`src/rtl/route_cmd_ctrl.sv`:
```
// rtl/route_cmd_ctrl.sv - follower route controller: destination queue, move/dwell sequencing, obstacle buzzer
module route_cmd_ctrl #(
    parameter int ID_W        = 6,
    parameter int DEPTH       = 4,
    parameter int BUZZ_PERIOD = 12500,
    parameter int DWELL_CYC   = 1000
) (
    input  logic                         clk,
    input  logic                         rst,
    input  logic [7:0]                   cmd,
    input  logic                         cmd_rdy,
    output logic                         clr_cmd_rdy,
    input  logic [7:0]                   ID,
    input  logic                         ID_vld,
    output logic                         clr_ID_vld,
    input  logic                         OK2Move,
    output logic                         in_transit,
    output logic                         go,
    output logic                         dwell,
    output logic                         buzz,
    output logic                         buzz_n,
    output logic [$clog2(DEPTH+1)-1:0]   q_cnt,
    output logic                         ovf
);

    localparam int PW = $clog2(DEPTH);
    localparam int CW = $clog2(DEPTH + 1);
    localparam int BW = $clog2(BUZZ_PERIOD);
    localparam int DW = (DWELL_CYC > 1) ? $clog2(DWELL_CYC) : 1;

    localparam logic [BW-1:0] BUZZ_HALF  = BW'(BUZZ_PERIOD / 2);
    localparam logic [BW-1:0] BUZZ_LAST  = BW'(BUZZ_PERIOD - 1);
    localparam logic [DW-1:0] DWELL_LOAD = DW'(DWELL_CYC - 1);
    localparam logic [CW-1:0] CNT_FULL   = CW'(DEPTH);
    localparam logic [CW-1:0] CNT_ONE    = CW'(1);

    typedef enum logic [1:0] {
        S_IDLE  = 2'd0,
        S_MOVE  = 2'd1,
        S_DWELL = 2'd2
    } state_t;

    state_t state, nxt_state;

    logic [ID_W-1:0] mem [DEPTH];
    logic [PW-1:0]   rd_ptr, wr_ptr;
    logic [DW-1:0]   dwell_cnt;
    logic [BW-1:0]   buzz_cnt;
    logic            wait_flag, wait_nxt;

    logic [1:0]      op;
    logic [ID_W-1:0] dest;
    logic [ID_W-1:0] head;
    logic            is_stop, is_go, is_app;
    logic            full, match, buzz_en;
    logic            do_flush, do_load, do_push, do_pop, ovf_set;

    assign op      = cmd[7:6];
    assign dest    = cmd[ID_W-1:0];
    assign is_stop = cmd_rdy && (op == 2'b00);
    assign is_go   = cmd_rdy && (op == 2'b01);
    assign is_app  = cmd_rdy && (op == 2'b10);
    assign head    = mem[rd_ptr];
    assign full    = (q_cnt == CNT_FULL);
    // Full 8-bit compare: upper ID bits must be zero for a match.
    assign match   = ID_vld && (q_cnt != '0) && (ID == {{(8-ID_W){1'b0}}, head});

    assign go      = in_transit & OK2Move;
    assign dwell   = (state == S_DWELL);
    assign buzz_n  = ~buzz;
    assign buzz_en = in_transit & ~OK2Move;

    always_ff @(posedge clk or posedge rst) begin
        if (rst) begin
            state      <= S_IDLE;
            in_transit <= 1'b0;
            ovf        <= 1'b0;
            wait_flag  <= 1'b0;
        end else begin
            state      <= nxt_state;
            in_transit <= (nxt_state == S_MOVE);
            ovf        <= ovf_set;
            wait_flag  <= wait_nxt;
        end
    end

    always_comb begin
        nxt_state = state;
        case (state)
            S_IDLE: begin
                if (is_go || (is_app && !full))
                    nxt_state = S_MOVE;
            end
            S_MOVE: begin
                if (is_stop)
                    nxt_state = S_IDLE;
                else if (is_go)
                    nxt_state = S_MOVE;
                else if (match)
                    // A same-cycle APPEND keeps an entry queued, so dwell instead of stopping.
                    nxt_state = ((q_cnt == CNT_ONE) && !is_app) ? S_IDLE : S_DWELL;
            end
            S_DWELL: begin
                if (is_stop)
                    nxt_state = S_IDLE;
                else if (is_go || (dwell_cnt == '0))
                    nxt_state = S_MOVE;
            end
            default: nxt_state = S_IDLE;
        endcase
    end

    always_comb begin
        clr_cmd_rdy = cmd_rdy;
        clr_ID_vld  = 1'b0;
        do_flush    = 1'b0;
        do_load     = 1'b0;
        do_push     = 1'b0;
        do_pop      = 1'b0;
        ovf_set     = 1'b0;
        wait_nxt    = 1'b0;
        if (is_stop) begin
            do_flush = 1'b1;
            if (state == S_MOVE)
                wait_nxt = wait_flag & ID_vld;
        end else if (is_go) begin
            do_flush = 1'b1;
            do_load  = 1'b1;
            if (state == S_MOVE)
                wait_nxt = wait_flag & ID_vld;
        end else begin
            if (state == S_MOVE) begin
                if (match) begin
                    clr_ID_vld = 1'b1;
                    do_pop     = 1'b1;
                end else if (ID_vld) begin
                    clr_ID_vld = wait_flag;
                    wait_nxt   = ~wait_flag;
                end
            end
            if (is_app) begin
                if (!full || do_pop)
                    do_push = 1'b1;
                else
                    ovf_set = 1'b1;
            end
        end
    end

    always_ff @(posedge clk or posedge rst) begin
        if (rst) begin
            rd_ptr <= '0;
            wr_ptr <= '0;
            q_cnt  <= '0;
        end else if (do_flush) begin
            rd_ptr <= '0;
            wr_ptr <= do_load ? PW'(1) : '0;
            q_cnt  <= do_load ? CNT_ONE : '0;
        end else begin
            if (do_push)
                wr_ptr <= wr_ptr + PW'(1);
            if (do_pop)
                rd_ptr <= rd_ptr + PW'(1);
            case ({do_push, do_pop})
                2'b10:   q_cnt <= q_cnt + CNT_ONE;
                2'b01:   q_cnt <= q_cnt - CNT_ONE;
                default: q_cnt <= q_cnt;
            endcase
        end
    end

    always_ff @(posedge clk) begin
        if (do_load)
            mem[{PW{1'b0}}] <= dest;
        else if (do_push)
            mem[wr_ptr] <= dest;
    end

    always_ff @(posedge clk or posedge rst) begin
        if (rst)
            dwell_cnt <= '0;
        else if ((nxt_state == S_DWELL) && (state != S_DWELL))
            dwell_cnt <= DWELL_LOAD;
        else if ((state == S_DWELL) && (dwell_cnt != '0))
            dwell_cnt <= dwell_cnt - DW'(1);
    end

    always_ff @(posedge clk or posedge rst) begin
        if (rst) begin
            buzz_cnt <= '0;
            buzz     <= 1'b0;
        end else if (!buzz_en) begin
            buzz_cnt <= '0;
            buzz     <= 1'b0;
        end else begin
            buzz     <= (buzz_cnt < BUZZ_HALF);
            buzz_cnt <= (buzz_cnt == BUZZ_LAST) ? '0 : buzz_cnt + BW'(1);
        end
    end

endmodule

```
`config.mk`:
```
export PLATFORM = sky130hd
export DESIGN_NAME = route_cmd_ctrl
export DESIGN_NICKNAME = d
export VERILOG_FILES = /design/src/rtl/route_cmd_ctrl.sv
export SDC_FILE = /design/constraint.sdc
export NUM_CORES = 1
export LEC_CHECK = 0
export CAP_MARGIN = 20
export CORE_MARGIN = 2
export CORE_UTILIZATION = 43
export DETAILED_ROUTE_END_ITERATION = 10
export DONT_BUFFER_PORTS = 1
export SYNTH_ARGS = -nofsm -noshare
export SYNTH_HDL_FRONTEND = slang
export SYNTH_SLANG_ARGS = --single-unit
```
`constraint.sdc`:
```
create_clock -name clk -period 2.7 [get_ports clk]
set_input_delay 0.27 -clock clk [delete_from_list [all_inputs] [get_ports clk]]
set_output_delay 0.27 -clock clk [all_outputs]
set_load 0.02 [all_outputs]
```
# After elaboration in Yosys (flattened, before gate mapping)
# Memories as Yosys holds them, arrays and structs flattened.
# Index checks and enable logic that the tools add are counted.
[totals] mem_bits_rw=24 memories=1 wordCells=118 output_inout_bits=11 register_bits=37 in_bits=21
[op_classes] mux=57 magnitude_cmp=1 n_bitwise=6 addsub=6 reduce_logical=24 n_eq_ne=13
[memory_table] memory="mem" words=4 width=6 rd=1 rd_ports_with_merged_regs=0 write_ports=1 line_no="45" text="logic [ID_W-1:0] mem [DEPTH];"
[ops] cell="2-to-1 mux 1 bit" count=37
[ops] cell="2-to-1 mux 14 bit" count=2
[ops] cell="2-to-1 mux 2 bit" count=12
[ops] cell="2-to-1 mux 10 bit" count=2
[ops] cell="adder 14 x 1 -> 14 bit (second input constant)" count=1
[ops] cell="== test 14 bit (second input constant)" count=1
[ops] cell="< comparator 14 x 13 -> 1 bit (second input constant)" count=1
[ops] cell="zero test 10 bit" count=1
[ops] cell="nonzero test 10 bit" count=1
[ops] cell="subtractor 10 x 1 -> 10 bit (second input constant)" count=1
[ops] cell="logical AND 1 bit" count=9
[ops] cell="== test 2 x 1 -> 1 bit (second input constant)" count=4
[ops] cell="== test 2 bit (second input constant)" count=4
[ops] cell="== test 8 x 6 -> 1 bit" count=1
[ops] cell="2-to-1 mux 6 bit" count=1
[ops] cell="case mux 2 bit (3 select lines)" count=1
[ops] cell="case mux 3 bit (2 select lines)" count=1
[ops] cell="nonzero test 2 bit" count=3
[ops] cell="nonzero test 3 bit" count=2
[ops] cell="OR reduction 6 bit" count=1
[ops] cell="adder 2 x 1 -> 2 bit (second input constant)" count=2
[ops] cell="zero test 2 bit" count=2
[ops] cell="adder 3 x 1 -> 3 bit (second input constant)" count=1
[ops] cell="bitwise AND 1 bit" count=3
[ops] cell="other kinds (8)" count=13

# Logic depth before layout (Yosys ltp)
[logic_depth] word_depth=17 mapped_depth=10

# Worst setup path before layout
# No wires, ideal clock.
[synth_timing] kind="register to register" startpoint="reg rd_ptr[1]" endpoint="mem mem[0][0] (enable)" period_less_slack_ns=2.919 n_path_buf=1 setup_slack_ns=-0.219 path_stages_with_launch=9 arrival_ns=2.556 required_ns=2.337 cell_sequence="dfrtp_1 -> clkbuf_1 -> mux4_2 -> xnor2_1 -> nand4_1 -> a211oi_4 -> a21oi_2 -> or4_1 -> a21oi_1"
[synth_via] elab_chain_cells=17 elab_cells_between_ends=18 classes_between="1 x eq/ne; 13 x mux; 3 x reduce/logical; 1 x memory"
[synth_lines] item="start: declaration" line_no="46" text="logic [PW-1:0] rd_ptr, wr_ptr;"
[synth_lines] item="start signal: assignment" line_no="163" text="rd_ptr <= rd_ptr + PW'(1);"
[synth_lines] item="memory read (4 x 6 bit) (*)"
[synth_lines] item="== test 8 x 6 -> 1 bit (*)" line_no="66" text="assign match = ID_vld && (q_cnt != '0) && (ID == {{(8-ID_W){1'b0}}, head});"
[synth_lines] item="logical AND 1 bit (*)" line_no="66"
[synth_lines] item="2-to-1 mux 1 bit (*)" line_no="133" text="if (match) begin"
[synth_lines] item="2-to-1 mux 1 bit (*)" line_no="132" text="if (state == S_MOVE) begin"
[synth_lines] item="2-to-1 mux 1 bit (*)" line_no="126" text="end else if (is_go) begin"
[synth_lines] item="2-to-1 mux 1 bit (*)" line_no="122" text="if (is_stop) begin"
[synth_lines] item="logical OR 1 bit (*)" line_no="142" text="if (!full || do_pop)"
[synth_lines] item="2-to-1 mux 1 bit (*)" line_no="142"
[synth_lines] item="2-to-1 mux 1 bit (*)" line_no="141" text="if (is_app) begin"
[synth_lines] item="2-to-1 mux 1 bit (*)" line_no="126"
[synth_lines] item="2-to-1 mux 1 bit (*)" line_no="122"
[synth_lines] item="2-to-1 mux 1 bit (*)" line_no="175" text="else if (do_push)"
[synth_lines] item="2-to-1 mux 1 bit (*)" line_no="173" text="if (do_load)"
[synth_lines] item="2-to-1 mux 1 bit (not written as such) (*)" line_no="176" text="mem[wr_ptr] <= dest;"
[synth_lines] item="OR reduction 6 bit (no source line)"
[synth_lines] item="2-to-1 mux 2 bit (no source line) or 2-to-1 mux 1 bit (tied branches)"
[synth_lines] item="end: declaration" line_no="45"
# Mark *: on every way between the ends. The rest lies on a longest branch, timed or not. The select of a mux whose other input is x is not followed.

# Worst setup path in the final report
[layout_timing] startpoint="reg rd_ptr[0]" endpoint="out clr_ID_vld"
[layout_via] elab_chain_cells=7
[layout_lines] item="memory read (4 x 6 bit)"
[layout_lines] item="== test 8 x 6 -> 1 bit" line_no="66"
[layout_lines] item="logical AND 1 bit" line_no="66"
[layout_lines] item="2-to-1 mux 1 bit" line_no="133"
[layout_lines] item="2-to-1 mux 1 bit" line_no="132"
[layout_lines] item="2-to-1 mux 1 bit" line_no="126"
[layout_lines] item="2-to-1 mux 1 bit" line_no="122"
[layout_lines] item="end: declaration" line_no="15" text="output logic clr_ID_vld,"
# Every way passes these cells.

==> flow_metrics.py <==
metrics = {
    "outcome": {
        "status": "complete, but fails checks",
        "failed_checks": "setup timing",
    },
    "setup_path": {
        "critPathCaptureType": "primary output",
        "critPathKind": "flip-flop to primary output",
        "crit_buf_inv": 3,
        "critPathTopFamily": "multiplexers",
        "crit_chain": "buf_4 > mux4_2 > xnor2_2 > nand2_2 > a211oi_4 > buf_6 > a21oi_1 > nor3_2 > buf_4",
        "critPathSlowestCell": "mux4_2",
        "cp.required_ns": 2.43,
        "path_common_cell": "buf_4",
        "crit_arrival_ns": 2.47,
        "worst_setup_path_start_kind": "flip-flop",
        "critPathMaxStageDelay_ns": 0.51,
        "worst-path-max-fanout": 5,
    },
    "route": {
        "via_per_inst": 5.396,
        "first_pass_iters": 4,
        "post_drt_wl_per_cell_um": 16.24,
        "drc_errors": 0,
        "vias": 2072,
        "wirelength_um": 6235,
        "drtIter0Drc": 67,
        "detail-route-antenna-nets": 0,
    },
    "finish": {
        "area_growth_pct": 20.13,
        "final_util": 0.5326,
        "num_antenna_cells": 0,
        "drive_gt1_frac": 0.2303,
        "fin_nets": 326,
    },
    "synth": {
        "yosys-top-cells-area": "dfrtp_1 31%, edfxtp_1 24%, xor2_1 4.7%",
        "synth_cell_types": 45,
        "synth_top_family_by_area": "simple AND/OR/NAND/NOR gates",
        "synth_adder_area_share": 0.02506,
        "synth-simple-area-share": 0.1930,
        "synth.area.mux_share": 0.05013,
        "synth.top_cell.area_share": 0.3091,
        "yosysWarnings": 0,
        "syn_avg_cell_area_um2": 11.30,
        "synth_xor_xnor_area_share": 0.08187,
        "yosysMostFrequentCell": "dfrtp_1",
        "async_flop_share": 0.6066,
        "postSynthCellCount": 265,
        "synth_compound_area_frac": 0.07226,
        "synth-seq-cells": 61,
        "netlist_top_cells_count": "37 x dfrtp_1, 24 x edfxtp_1, 24 x nor2_1",
        "yosysTopAreaCell": "dfrtp_1",
        "seq_area_frac_synth": 0.5497,
        "synth_ff_type": "dfrtp_1",
        "synth_area_um2": 2995,
        "synth_edf_count": 24,
        "synth_nets": 292,
    },
    "clock_tree": {
        "numCtsBuffers": 9,
        "cts_tree": "built",
        "htreeDepth": 3,
        "clkLatencyLatePin_ns": 0.33,
        "clk_path_buf_depth": 2,
        "cts.sinks": 61,
        "cts.clk_slew.worst_paths_ns": 0.07,
        "root_buffer": "clkbuf_8",
    },
    "timing": {
        "finalHoldViolCount": 0,
        "slew_viol_final": 0,
        "tightest_slew_ns": 0.6703,
        "fin_crit_sh": 1.016,
        "fmax_ghz": 0.3647,
        "setup_violations": 7,
        "fin_ws_ns": -0.04221,
        "maxSlewHeadroom": 0.5526,
        "period_minus_slack_ns": 2.742,
        "rsz0062_at_grt": "true",
        "clock_skew_ns": 0.007364,
        "holdWs_ns": 0.03178,
    },
    "placed_design": {
        "dp_hpwl_um": 4390,
        "gp_congestion": 0.7860,
        "pre_cts_ws_ns": -0.2612,
        "io_buffers": 0,
    },
    "floorplanning": {
        "rows": 30,
        "num_io_pins": 32,
        "coreArea_um2": 6756,
        "initial_core_util": 0.4433,
        "die_area_um2": 7649,
        "die_x_um": 87.46,
        "die_h_um": 87.46,
    },
    "grt": {
        "antenna_found_initial": 0,
        "grt.overflow.total": 0,
        "grt_pass1_wl_um": 10240,
        "grt_pass1_vias": 2064,
        "grt_usage": 0.1792,
        "grt_max_degree": 23,
    },
    "power": {
        "power.density_nw_per_um2": 604.3,
        "leakagePower_nw": 1.458,
        "peakVddDrop_v": 0.0004204,
    },
    "worst_hold_path": {
        "hold_path.class": "input port to flip-flop",
    },
    "run": {
        "max-cap-violations": 0,
    },
}
flip-flops by register name, summed over array words and instances (netlist names), 2 cells and up:
| signal | count |
|---|---|
| mem | 24 |
| dwell_cnt | 10 |
| wr_ptr | 2 |
| rd_ptr | 2 |
| buzz_cnt | 14 |
| q_cnt | 3 |
| state | 2 |
worst paths after layout:
path | from | to | slack, ns | depth (start not counted)
worst max register to register | rd_ptr[0]$_DFFE_PP0P_ | mem[0][4]$_DFFE_PP_ | -0.04 | 8
min in group asynchronous | rst | dwell_cnt[7]$_DFFE_PP0P_ | 0.49 | 2
worst min-delay path | cmd[0] | mem[2][0]$_DFFE_PP_ | 0.03 | 0
worst max-delay path | rd_ptr[0]$_DFFE_PP0P_ | clr_ID_vld | -0.04 | 9
max in group asynchronous | rst | rd_ptr[0]$_DFFE_PP0P_ | 1.43 | 3
worst min register to register | buzz_cnt[0]$_DFF_PP0_ | buzz_cnt[0]$_DFF_PP0_ | 0.50 | 1
timing repair:
action | CTS | global route
pin swaps | 8 | 4
hold buffers | 2 | 0
endpoints found under the hold margin | 16 | 0
resized for setup | 13 | 10
endpoints found under the setup margin | 27 | 25
buffers inserted | 6 | 1
routing by layer:
metal,share of wire,vias to the layer above,track usage
met3,0.035,6,0.05213
met1,0.47,1014,0.2377
met5,0,-,0
met4,0.011,0,0.06154
met2,0.48,36,0.2817
li1,-,1016,-
where the power goes:
group	internal (mW)	switching (mW)	leakage [nW]	total, mW
Clock	0.445	0.350	0.103	0.796
Combinational	0.136	0.186	0.679	0.322
Sequential	1.01	0.0440	0.675	1.06
Total	1.59	0.580	1.46	2.17
cell type report:
type / instances / area (µm²)
inverters: 11 / 41.29
clock buffers: 11 / 141.4
clock inverters: 5 / 50.05
flip-flops and latches: 61 / 1650
well taps: 80 / 100.1
multi-input cells: 185 / 1366
fillers: 574 / 3158
repair buffers: 31 / 249.0
metrics by stage:
step / cells / setup TNS [ns] / area, µm² / power [mW]
after floorplan: 265 / -0.02247 / 3015 / 1.271
after CTS: 383 / -0.7666 / 3548 / 2.186
final: 384 / -0.2505 / 3598 / 2.175
after global routing: 384 / -1.240 / 3598 / 2.273
after detailed placement: 360 / -2.720 / 3252 / 1.377
after global placement: 360 / -0.4170 / 3252 / 1.370
worst reg2reg max path, cell delays in order, from the launching register on:
cell and delay (ns):
dfrtp_2 0.41, buf_4 0.13, mux4_2 0.51, xnor2_2 0.16, nand2_2 0.10, a211oi_4 0.30, a21oi_2 0.11, or4_4 0.44
a21oi_4 0.27
cells by family (layout without fill, tap and decap cells):
group	Yosys count	after routing
DFF	61	61
AOI/OAI and AO/OA	31	31
buffers and inverters	19	58
adders and majority gates	6	6
muxes	10	10
and+or+nand+nor	110	110
xor gates and xnor gates	28	28
placed cells by master, fill, tap and decap left out, types with 3 or more instances in the layout:
| cell | count |
|---|---|
| buf_6 | 3 |
| and4_1 | 3 |
| xor2_1 | 16 |
| xnor2_2 | 4 |
| buf_4 | 26 |
| and2_1 | 5 |
| mux4_2 | 4 |
| nand3_1 | 13 |
| nor2_1 | 23 |
| dfrtp_1 | 34 |
| a21oi_1 | 8 |
| clkinv_2 | 4 |
| nand2_1 | 19 |
| or3_1 | 3 |
| mux2i_1 | 6 |
| edfxtp_1 | 24 |
| nor4_1 | 4 |
| nand2b_1 | 7 |
| xnor2_1 | 8 |
| dfrtp_2 | 3 |
| o21ai_0 | 4 |
| inv_1 | 11 |
| and3_1 | 6 |
| ha_1 | 6 |
| nor2b_1 | 7 |
| clkbuf_8 | 10 |
Note: power is estimated with default switching activity, not from simulation.
==> patch 1 (config.mk and constraints unchanged) <==
Re-encode `state_t` (3 states) as one-hot, 3 bits wide.
--- a/src/rtl/route_cmd_ctrl.sv
+++ b/src/rtl/route_cmd_ctrl.sv
@@ -34,10 +34,10 @@
     localparam logic [CW-1:0] CNT_FULL   = CW'(DEPTH);
     localparam logic [CW-1:0] CNT_ONE    = CW'(1);
 
-    typedef enum logic [1:0] {
-        S_IDLE  = 2'd0,
-        S_MOVE  = 2'd1,
-        S_DWELL = 2'd2
+    typedef enum logic [2:0] {
+        S_IDLE  = 3'b001,
+        S_MOVE  = 3'b010,
+        S_DWELL = 3'b100
     } state_t;
 
     state_t state, nxt_state;
Check against the original RTL: same outputs for any inputs over 10 cycles, from zero or initial values and one cycle with rst high; not proved beyond that.
==> patch 1 against the unedited design <==
  * Sequential cell count rose by 1
  * Worst setup slack improved by 0.16 ns
  * Combinational power fell by 16%
  * Power up 7.2%
  * Register-to-register slack gained 0.22 ns
  * Cell count grew 4.9%
  * Design area grew 2.4%
  * Area after synthesis grew 3.1%
  * Routed wire length is 1.2% lower
  * Critical path type unchanged
  * Largest power group unchanged
==> patch 1: results (changes against the unedited design) <==
Clock tree
  • Maximum level of the CTS H-tree: 3 (unchanged)
  • Max Root-Sink Buffers: 2 (unchanged)
  • Worst-skew pair later-pin latency: 0.36 ns (was 0.33 ns)

Min path
  • Hold path depth: 2 (was 0)

Placed design
  • Pre-CTS setup slack: 0.1343 ns (was -0.2612 ns)
  • Final HPWL from detailed placement: 4332 um (was 4390 um)
  • RD Place Congestion: 0.7852 (was 0.7860)

Synthesis
  • Synth area leaders: sky130_fd_sc_hd__dfrtp_1, sky130_fd_sc_hd__edfxtp_1, sky130_fd_sc_hd__xnor2_1, sky130_fd_sc_hd__nor2_1, sky130_fd_sc_hd__xor2_1 (was sky130_fd_sc_hd__dfrtp_1, sky130_fd_sc_hd__edfxtp_1, sky130_fd_sc_hd__xor2_1, sky130_fd_sc_hd__xnor2_1, sky130_fd_sc_hd__mux4_2)
  • Async set or reset register ratio after synthesis: 61.29% (was 60.66%)
  • Xor/xnor share of the synthesized area: 8.505% (was 8.187%)
  • Distinct cell type count of the synthesized netlist: 50 (was 45)
  • Post-synthesis compound-gate area fraction: 9.194% (was 7.226%)
  • Adder-cell share of the synthesized area: 2.430% (was 2.506%)
  • Post-Syn Nets: 304 (was 292)
  • Post-synth EDFFs: 24 (unchanged)
  • Proportion of synthesized area in mux cells: 4.860% (was 5.013%)
  • Sequential fraction of the synthesis area: 54.15% (was 54.97%)
  • List of most frequent post-synthesis cells: sky130_fd_sc_hd__dfrtp_1, sky130_fd_sc_hd__nor2_1, sky130_fd_sc_hd__edfxtp_1, sky130_fd_sc_hd__nand2_1, sky130_fd_sc_hd__xnor2_1 (was sky130_fd_sc_hd__dfrtp_1, sky130_fd_sc_hd__edfxtp_1, sky130_fd_sc_hd__nor2_1)

Worst setup path
  • Arrival @ worst endpoint: 2.32 ns (was 2.47 ns)
  • Worst R2R End: mem[3][5] (was mem[0][4])
  • First element of the critical path: rd_ptr[0] (unchanged)
  • Reg-to-reg setup timing slack: 0.18 ns (was -0.04 ns)

Layout
  • Fill count: 609 (was 574)
  • Share of layout cells above drive strength 1: 17.59% (was 23.03%)
  • Total number of nets in the final design: 329 (was 326)

Run status
  • Status: finished clean (was complete, but fails checks)

Power
  • Leakage power: 1.413 nW (was 1.458 nW)
  • Max VDD drop: 0.3808 mV (was 0.4204 mV)

Route
  • First-pass detailed-route iteration total: 4 (unchanged)
  • Total wire length: 6162 um (was 6235 um)
  • Vias: 2,072 (unchanged)
  • Starting DRT DRC Count: 83 (was 67)

Global routing
  • Number of global-route vias before repair: 1,994 (was 2,064)
  • First-pass GRT wire length: 9956 um (was 10,240 um)
  • Maximum number of pins on one net before global-route repair: 39 (was 23)
  • Initial antenna violation count: 0 (unchanged)
  • Overall track demand over capacity in global routing: 17.16% (was 17.92%)

Timing
  • Clock Skew: 0.007683 ns (was 0.007364 ns)
  • Period utilisation layout: 95.79% (was 101.6%)
  • Remaining max-slew budget at the tightest pin: 61.46% (was 55.26%)
## patch 1: layout make-up
cell class                      count  area [um2]  share of cell area, %
Clock buffer                        9       123.9                  3.362
Tap cell                           96       120.1                  3.260
Timing Repair Buffer               23       207.7                  5.637
Multi-Input combinational cell    194        1390                  37.72
Clock inverter                      7       122.6                  3.328
Sequential cell                    62        1675                  45.47
Inverter                           12       45.04                  1.222
## patch 1: stage by stage
step | instances | area, um2
final | 403 | 3685
after global placement | 377 | 3268
after CTS | 402 | 3622
after global routing | 403 | 3685
after floorplan | 277 | 3097
after detailed placement | 377 | 3268
## patch 1: how the worst min path moves through the flow
stage | endpoint | slack, ns | startpoint
after detailed placement | buzz_cnt[12] | 0.32 | rst
after global routing | wait_flag | 0.008 | ID_vld
after CTS | mem[1][2] | 0.001 | cmd[2]
final | wait_flag | 0.01 | ID_vld
after global placement | dwell_cnt[7] | 0.32 | rst
after floorplan | buzz | 0.34 | OK2Move
## patch 1: worst max-delay path, cell delays in order (launching register included)
cell                      delay, ns
sky130_fd_sc_hd__dfrtp_2       0.41
sky130_fd_sc_hd__mux4_2        0.51
sky130_fd_sc_hd__xnor2_1       0.18
sky130_fd_sc_hd__nand3_2       0.14
sky130_fd_sc_hd__a21o_4        0.23
sky130_fd_sc_hd__nor2_4        0.12
sky130_fd_sc_hd__a21oi_1       0.05
sky130_fd_sc_hd__nor3_1        0.15
sky130_fd_sc_hd__buf_4         0.17
## patch 1: cell families (layout without fill, tap and decap cells)
kind of cell | count (synthesis) | count (layout)
compound gates | 39 | 39
xor+xnor | 30 | 30
fa+ha+maj | 6 | 6
buf+inv | 21 | 51
flops | 62 | 62
mux | 10 | 10
simple gates | 109 | 109
## patch 1: layer usage
layer | up-vias | track usage (%) | wire length, um
met3 | 9 | 8.302 | 344
met4 | 0 | 5.785 | 92
met1 | 987 | 20.94 | 2687
met5 | - | 0 | 0
li1 | 1043 | - | -
met2 | 33 | 26.73 | 3038
## patch 1: repair_timing
item,4_1_cts,5_1_grt
gates resized for setup,3,10
buffers inserted,1,0
pin swaps,0,1
endpoints found under the setup margin,1,8
hold buffers,8,1
hold endpoints to repair,61,1
## patch 1: power breakdown
| part | internal, mW | total [mW] | leakage [nW] | switching [mW] |
|---|---|---|---|---|
| clock | 0.615 | 1.00 | 0.116 | 0.389 |
| sequential | 1.02 | 1.06 | 0.681 | 0.0393 |
| combinational | 0.109 | 0.269 | 0.617 | 0.160 |
| total | 1.74 | 2.33 | 1.41 | 0.588 |
==> patch 2 (same flow settings) <==
Without the edit above. Change the parameter `ID_W` from 6 to 3.
--- a/src/rtl/route_cmd_ctrl.sv
+++ b/src/rtl/route_cmd_ctrl.sv
@@ -1,6 +1,6 @@
 // rtl/route_cmd_ctrl.sv - follower route controller: destination queue, move/dwell sequencing, obstacle buzzer
 module route_cmd_ctrl #(
-    parameter int ID_W        = 6,
+    parameter int ID_W        = 3,
     parameter int DEPTH       = 4,
     parameter int BUZZ_PERIOD = 12500,
     parameter int DWELL_CYC   = 1000
Function: changed (a bounded check fails within 4 cycles, from zero or initial values and one cycle with rst high).
==> patch 2 against the unedited design <==
  * Area after synthesis fell by 17%
  * Critical path depth fell by 3
  * Design area fell by 23%
  * Sequential cell count fell by 12
  * Power fell by 27%
  * Routed wire length fell by 23%
  * Via count fell by 15%
  * Worst setup slack improved by 0.19 ns
  * Critical path type unchanged
  * Largest power group unchanged
==> patch 2: results (changes against the unedited design) <==
Run status
  • Status: finished clean (was complete, but fails checks)

Clock tree
  • CTS buffer count: 5 (was 9)
  • Worst-skew pair later-pin latency: 0.31 ns (was 0.33 ns)
  • Clk slew on worst S/H paths: 0.10 ns (was 0.07 ns)
  • Maximum level of the CTS H-tree: 2 (was 3)

Synthesis
  • Synth area leaders: sky130_fd_sc_hd__dfrtp_1, sky130_fd_sc_hd__edfxtp_1, sky130_fd_sc_hd__xnor2_1, sky130_fd_sc_hd__nor2_1, sky130_fd_sc_hd__nand2_1 (was sky130_fd_sc_hd__dfrtp_1, sky130_fd_sc_hd__edfxtp_1, sky130_fd_sc_hd__xor2_1, sky130_fd_sc_hd__xnor2_1, sky130_fd_sc_hd__mux4_2)
  • Sequential fraction of the synthesis area: 51.66% (was 54.97%)
  • Post-synth EDFFs: 12 (was 24)
  • List of most frequent post-synthesis cells: sky130_fd_sc_hd__dfrtp_1, sky130_fd_sc_hd__nor2_1, sky130_fd_sc_hd__nand2_1 (was sky130_fd_sc_hd__dfrtp_1, sky130_fd_sc_hd__edfxtp_1, sky130_fd_sc_hd__nor2_1)
  • Post-Syn Nets: 268 (was 292)
  • Distinct cell type count of the synthesized netlist: 42 (was 45)

Worst setup path
  • Arrival @ worst endpoint: 2.28 ns (was 2.47 ns)
  • Worst R2R End: mem[0][1] (was mem[0][4])
  • Highest net fanout along the worst path: 4 (was 5)
  • Length in cells of the worst reg-to-reg path: 7 (was 8)
  • Reg-to-reg setup timing slack: 0.26 ns (was -0.04 ns)
  • Worst stage delay on the critical path: 0.53 ns (was 0.51 ns)

Timing
  • Remaining max-slew budget at the tightest pin: 43.85% (was 55.26%)
  • Clock Skew: 0.008298 ns (was 0.007364 ns)

Global routing
  • First-pass GRT wire length: 8190 um (was 10,240 um)
  • Number of global-route vias before repair: 1,727 (was 2,064)

Layout
  • Number of non-filler instances in the completed layout: 328 (was 384)
  • Largest regs: buzz_cnt x14, mem x12, dwell_cnt x10 (was mem x24, buzz_cnt x14, dwell_cnt x10)
  • Share of layout cells above drive strength 1: 11.72% (was 23.03%)
  • Fill count: 518 (was 574)
  • Total number of nets in the final design: 282 (was 326)

Min path
  • Hold Path Class: input pin to async pin (was input pin to register)

Placed design
  • RD Place Congestion: 0.7592 (was 0.7860)
  • Final HPWL from detailed placement: 3532 um (was 4390 um)

Power
  • Max VDD drop: 0.3125 mV (was 0.4204 mV)
  • Leakage power: 1.070 nW (was 1.458 nW)

Route
  • Starting DRT DRC Count: 65 (was 67)
  • Ratio of routed vias to standard cells: 5.341 (was 5.396)
  • Total wire length: 4777 um (was 6235 um)
-- patch 2: cell types whose count changed in the layout (fill, tap and decap cells not counted), moves of 7 or more --
cell | unedited run | this run
sky130_fd_sc_hd__buf_4 | 26 | 13
sky130_fd_sc_hd__edfxtp_1 | 24 | 12
sky130_fd_sc_hd__nor2_1 | 23 | 32
sky130_fd_sc_hd__nor3_1 | 2 | 9
-- patch 2: final cells by class --
| cell class | instances | share of cell area, % |
|---|---|---|
| clock buffer | 5 | 2.486 |
| clock inverter | 3 | 1.582 |
| inverter | 11 | 1.492 |
| multi-input combinational | 175 | 41.14 |
| sequential | 49 | 46.52 |
| tap | 72 | 3.255 |
| timing repair buffer | 13 | 3.526 |
-- patch 2: through the flow --
stage               cell area, um2  util, %  power (mW)  worst slack, ns  hold WS [ns]
global route                  2768    49.95       1.669         0.001363       0.03276
detailed placement            2639    47.63       1.071           0.1460        0.3691
floorplan                     2490        -       1.012           0.2997        0.3689
CTS                           2753    49.68       1.605          0.05823       0.03876
global placement              2639    47.63       1.065           0.1701        0.3691
finish                        2768    49.95       1.589           0.1512      0.009452
-- patch 2: timing repair --
item | in CTS | in global routing
hold buffers | 0 | 0
endpoints found under the setup margin | 1 | 1
resized for setup | 1 | 1
buffers inserted | 0 | 1
endpoints found under the hold margin | 0 | 0
-- patch 2: logic make-up (layout without fill, tap and decap cells) --
group | after synthesis | after routing | share of synthesized area, %
simple gates | 112 | 112 | 22.56
flops | 49 | 49 | 51.66
compound gates | 27 | 27 | 7.437
xor+xnor | 25 | 25 | 8.794
buf+inv | 17 | 32 | 2.914
fa+ha+maj | 6 | 6 | 3.015
mux | 5 | 5 | 3.618
-- patch 2: worst max-delay path by stage --
| stage | slack (ns) | from | endpoint |
|---|---|---|---|
| 2_1_floorplan | 0.30 | q_cnt[0] | mem[2][0] |
| 3_3_place_gp | 0.17 | rd_ptr[0] | mem[2][1] |
| 3_5_place_dp | 0.15 | rd_ptr[0] | mem[0][0] |
| 4_1_cts | 0.06 | rd_ptr[0] | clr_ID_vld |
| 5_1_grt | 0.001 | rd_ptr[0] | clr_ID_vld |
| 6_report | 0.15 | rd_ptr[0] | clr_ID_vld |
-- patch 2: power breakdown --
group	internal, mW	switching (mW)	total (mW)
clock	0.278	0.256	0.534
combinational	0.0766	0.125	0.202
sequential	0.800	0.0534	0.853
-- patch 2: metal layers --
metal	vias to the layer above	GRT usage [%]	wire (um)
li1	866	-	-
met1	852	24.09	2371
met2	26	24.42	2149
met3	8	3.933	184
met4	0	5.593	72
met5	-	0	0
